===== src/rtl/issue_queue.sv =====
// In-order issue queue: a circular buffer of decoded instructions whose head is
// offered downstream once every register it touches is clear on the scoreboard.
module issue_queue #(
  parameter int DEPTH = 4
) (
  input  logic        clk,
  input  logic        reset,
  input  logic        in_valid,
  output logic        in_ready,
  input  logic [15:0] in_instr,
  input  logic [15:0] in_pc,
  input  logic [2:0]  in_sr1,
  input  logic [2:0]  in_sr2,
  input  logic [2:0]  in_dr,
  input  logic        in_sr1_used,
  input  logic        in_sr2_used,
  input  logic        in_dr_used,
  input  logic [7:0]  reg_ready,
  input  logic        exec_ready,
  input  logic        flush,
  output logic        issue_valid,
  output logic [15:0] issue_instr,
  output logic [15:0] issue_pc,
  output logic [2:0]  issue_sr1,
  output logic [2:0]  issue_sr2,
  output logic [2:0]  issue_dr,
  output logic        sb_mark,
  output logic [2:0]  sb_mark_index,
  output logic [15:0] stall_count
);

  localparam int AW = (DEPTH > 1) ? $clog2(DEPTH) : 1;
  localparam int CW = AW + 1;
  localparam int EW = 44;

  // Entry layout: {instr, pc, sr1, sr2, dr, sr1_used, sr2_used, dr_used}
  logic [EW-1:0]    entry_mem [DEPTH];
  logic [DEPTH-1:0] valid_reg;
  logic [AW-1:0]    head_reg;
  logic [AW-1:0]    tail_reg;
  logic [CW-1:0]    count_reg;
  logic [15:0]      stall_reg;

  logic [EW-1:0] head_entry;
  logic [EW-1:0] in_entry;
  logic          has_head;
  logic          head_ok;
  logic          enq;
  logic          fire;
  logic          stall_now;

  assign in_entry   = {in_instr, in_pc, in_sr1, in_sr2, in_dr,
                       in_sr1_used, in_sr2_used, in_dr_used};
  assign head_entry = entry_mem[head_reg];
  assign has_head   = (count_reg != '0) && valid_reg[head_reg];

  // Unused source/destination fields never block issue.
  assign head_ok = has_head
                && (!head_entry[2] || reg_ready[head_entry[11:9]])
                && (!head_entry[1] || reg_ready[head_entry[8:6]])
                && (!head_entry[0] || reg_ready[head_entry[5:3]]);

  assign in_ready    = (count_reg < CW'(DEPTH));
  assign enq         = in_valid && in_ready && !flush;
  assign issue_valid = head_ok && !flush && !reset;
  assign fire        = issue_valid && exec_ready;
  assign stall_now   = has_head && !head_ok && !flush;

  assign sb_mark       = fire && head_entry[0];
  assign sb_mark_index = has_head ? head_entry[5:3]   : 3'd0;
  assign issue_instr   = has_head ? head_entry[43:28] : 16'd0;
  assign issue_pc      = has_head ? head_entry[27:12] : 16'd0;
  assign issue_sr1     = has_head ? head_entry[11:9]  : 3'd0;
  assign issue_sr2     = has_head ? head_entry[8:6]   : 3'd0;
  assign issue_dr      = has_head ? head_entry[5:3]   : 3'd0;
  assign stall_count   = stall_reg;

  // Payload storage carries no reset; the valid bits qualify it.
  always_ff @(posedge clk) begin
    if (enq) begin
      entry_mem[tail_reg] <= in_entry;
    end
  end

  generate
    for (genvar gi = 0; gi < DEPTH; gi++) begin : g_valid
      always_ff @(posedge clk) begin
        if (reset || flush) begin
          valid_reg[gi] <= 1'b0;
        end else if (enq && (tail_reg == AW'(gi))) begin
          valid_reg[gi] <= 1'b1;
        end else if (fire && (head_reg == AW'(gi))) begin
          valid_reg[gi] <= 1'b0;
        end
      end
    end
  endgenerate

  // Pointers wrap naturally because DEPTH is a power of two.
  always_ff @(posedge clk) begin
    if (reset || flush) begin
      head_reg  <= '0;
      tail_reg  <= '0;
      count_reg <= '0;
    end else begin
      if (enq) begin
        tail_reg <= tail_reg + AW'(1);
      end
      if (fire) begin
        head_reg <= head_reg + AW'(1);
      end
      if (enq && !fire) begin
        count_reg <= count_reg + CW'(1);
      end else if (fire && !enq) begin
        count_reg <= count_reg - CW'(1);
      end
    end
  end

  always_ff @(posedge clk) begin
    if (reset) begin
      stall_reg <= '0;
    end else if (stall_now && (stall_reg != 16'hFFFF)) begin
      stall_reg <= stall_reg + 16'd1;
    end
  end

endmodule


===== config.mk =====
export PLATFORM = sky130hd
export DESIGN_NAME = issue_queue
export DESIGN_NICKNAME = d
export VERILOG_FILES = /design/src/rtl/issue_queue.sv
export SDC_FILE = /design/constraint.sdc
export NUM_CORES = 1
export LEC_CHECK = 0
export BUFFER_PORTS_ARGS = -buffer_cell sky130_fd_sc_hd__buf_2
export CORE_MARGIN = 8
export CORE_UTILIZATION = 44
export CTS_CLUSTER_SIZE = 24
export DETAILED_ROUTE_END_ITERATION = 8
export PLACE_DENSITY_LB_ADDON = 0.1
export SLEW_MARGIN = 20
export SYNTH_ARGS = -nofsm -noshare
export SYNTH_HDL_FRONTEND = slang
export SYNTH_SLANG_ARGS = --single-unit
export TNS_END_PERCENT = 30

===== constraint.sdc =====
create_clock -name clk -period 7.4 [get_ports clk]
set_clock_uncertainty 0.1 [all_clocks]
set_input_delay 0 -clock clk [delete_from_list [all_inputs] [get_ports clk]]
set_output_delay 0 -clock clk [all_outputs]
set_load 0.02 [all_outputs]

==> impl_metrics.env <==
export IMPL_htreeDepth=1
export IMPL_synth_top_family_by_area="multiplexers"
export IMPL_synth_nets=549
export IMPL_regArea_sq_um=5870
export IMPL_track_usage=0.152
export IMPL_setup_viol=0
export IMPL_crit_fanout=44
export IMPL_placementRows=50
export IMPL_drc=0
export IMPL_cts_made_buffers=22
export IMPL_tightest_slew_ps=1010
export IMPL_critical_path_class="reg -> reg"
export IMPL_status="finished clean"
export IMPL_synthCells=481
export IMPL_slew_headroom=0.323
export IMPL_ir_worst_vdd_uv=185
export IMPL_async_flop_share=0
export IMPL_power_density_nw_per_um2=236
export IMPL_routed_wirelength_um=18000
export IMPL_dieWidth_um=154
export IMPL_clockRootBuffer="clkbuf_16"
export IMPL_cp_end_kind="register"
export IMPL_slew_viol_final=0
export IMPL_final_min_period_over_clock_period=0.586
export IMPL_grt_pass1_vias=5239
export IMPL_synth_most_common_cell="edfxtp_1"
export IMPL_min_delay_worst_endpoint="entry_mem[0][41]"
export IMPL_yosysWarnings=0
export IMPL_clk_pin_slew_worst_paths_ps=60
export IMPL_finalCriticalPeriod_ps=4340
export IMPL_synthMuxAreaShare=0.143
export IMPL_final_nets=724
export IMPL_ys_seq_elements=205
export IMPL_ys_flop_type="edfxtp_1"
export IMPL_synth_seq_area_share=0.698
export IMPL_die_h_um=154
export IMPL_largest_reg_flops=176
export IMPL_die_area_sq_um=23800
export IMPL_fmax_ghz=0.230
export IMPL_fillerInstances=1500
export IMPL_clkSinkCount=205
export IMPL_grt_overflow_total=0
export IMPL_coreArea_sq_um=18700
export IMPL_power_total_mw=2.47
export IMPL_utilization=0.558
export IMPL_syn_area_per_cell_sq_um=17.5
export IMPL_io_pins=120
export IMPL_r2r_end="count_reg[2]"
export IMPL_preCtsSetupSlack_ps=2980
export IMPL_fin_setup_tns_ps=0
export IMPL_place_congestion=0.732
export IMPL_via_count=4841
export IMPL_cp_required_ps=7730
export IMPL_start_util=0.449
export IMPL_diodes=0
export IMPL_multiInputGateArea_sq_um=2370
export IMPL_clockBufferDepth=3
export IMPL_grt_pass1_wl_um=28700
export IMPL_setup_ws_ps=3060
export IMPL_cts_resized=0
export IMPL_holdCritStartpoint="in_instr[13]"
export IMPL_reg2reg_depth=12
export IMPL_area_delta_synth_final_pct=24.3
export IMPL_synth_adder_area_share=0.0173
export IMPL_syn_cell_area_sq_um=8400
export IMPL_holdPathStages=2
export IMPL_synth_simple_area_share=0.0801
export IMPL_grt_start_max_net_pins=45
export IMPL_synth_top_cell_area_share=0.629
export IMPL_grt_antenna_before_repair=0
export IMPL_maxCapViolations=0
export IMPL_synth_common_cells="176 x edfxtp_1, 46 x mux4_2, 44 x nor2b_1"
export IMPL_post_dp_hpwl_um=11100
export IMPL_synth_compound_area_frac=0.0360
export IMPL_cp_arrival_ps=4660
export IMPL_cts_tree="done"
export IMPL_wire_per_inst_um=19.9
export IMPL_cp_start_kind="register"
export IMPL_clock_latency_ps=510
export IMPL_ant_nets=0
export IMPL_hold_viol_final=0
export IMPL_synth_edff_count=176
export IMPL_rsz0062_at_grt="false"
export IMPL_portBuffers=119
export IMPL_synth_area_leaders="edfxtp_1 63%, mux4_2 12%, dfxtp_1 6.9%, nor2b_1 3.3%, mux2i_1 1.7%"
export IMPL_yosys_area_top_type="edfxtp_1"
export IMPL_synth_cell_type_count=45
export IMPL_r2r_slack_ps=3060
export IMPL_hold_path_class="in -> reg"
export IMPL_vias_per_cell=5.34
export IMPL_drt_first_pass_iters=6
export IMPL_drive_above_1_share=0.323
export IMPL_synthXorXnorAreaFrac=0.00417
export IMPL_total_leakage_power_nw=3.70
export IMPL_first_iter_violations=198
per-layer routing:
| layer | track usage | vias up | share of wire |
|---|---|---|---|
| li1 | - | 2249 | - |
| met1 | 0.180 | 2457 | 0.41 |
| met2 | 0.274 | 111 | 0.52 |
| met3 | 0.0346 | 24 | 0.051 |
| met4 | 0.0406 | 0 | 0.017 |
| met5 | 0 | - | 0 |
cell usage in the layout (no fill, tap or decap), types with 7 or more instances in the layout:
cell	count
nand3_1	9
mux2i_1	14
and3_1	7
a21oi_1	14
dfxtp_1	27
clkbuf_16	22
nor2b_1	44
dlygate4sd3_1	49
buf_2	119
o31ai_1	8
nand2_1	12
nor2_1	13
mux4_2	46
buf_4	7
ha_1	10
o21ai_0	11
or3_1	7
edfxtp_1	176
inv_1	10
final cells by class:
| class | count | share of cell area |
|---|---|---|
| inverters | 14 | 0.00503 |
| flip-flops and latches | 205 | 0.562 |
| repair buffers | 175 | 0.109 |
| well taps | 234 | 0.0280 |
| clock inverters | 12 | 0.0140 |
| clock buffers | 28 | 0.0549 |
| multi-input cells | 238 | 0.227 |
worst max path at each step:
stage | end | slack [ps]
2_1_floorplan | count_reg[2] | 3980
4_1_cts | count_reg[2] | 2970
6_report | count_reg[2] | 3060
3_5_place_dp | count_reg[2] | 2980
3_3_place_gp | count_reg[2] | 3100
5_1_grt | count_reg[2] | 2740
cell families after synthesis:
group                    Yosys count
flip-flops                       205
AND/OR/NAND/NOR                  115
multiplexers                      62
AO/OA/AOI/OAI                     46
buffers and inverters             38
adder cells (fa/ha/maj)           11
XOR/XNOR                           4
metrics by stage:
step,cells,cell area (sq um),hold WS [ps]
final,906,10400,142
after global routing,906,10400,137
after CTS,906,10400,118
after detailed placement,817,9230,116
after global placement,817,9230,109
after floorplan,481,8400,-1.13
what timing repair did:
item                       4_1_cts  5_1_grt
hold endpoints to repair       205        0
setup endpoints to repair        0        0
buffers inserted                 0        0
hold buffers                    49        0
worst max-delay path, stage by stage, from the launching register on:
cell and delay, ps:
dfxtp_4 970, mux4_2 690, mux2i_1 150, mux4_2 480, and2_4 190, nor4_4 530, nand2_1 120, ha_1 220
inv_1 70, fa_1 170, xor2_1 80, or3_1 320, a21oi_1 170
report_power, final:
group          internal [mW]  total (mW)  switching (mW)
logic                 0.0528       0.104          0.0513
clock network          0.655        1.09           0.431
registers               1.27        1.28         0.00461
total                   1.98        2.47           0.487
No activity file was read; power rests on OpenSTA's default activity.
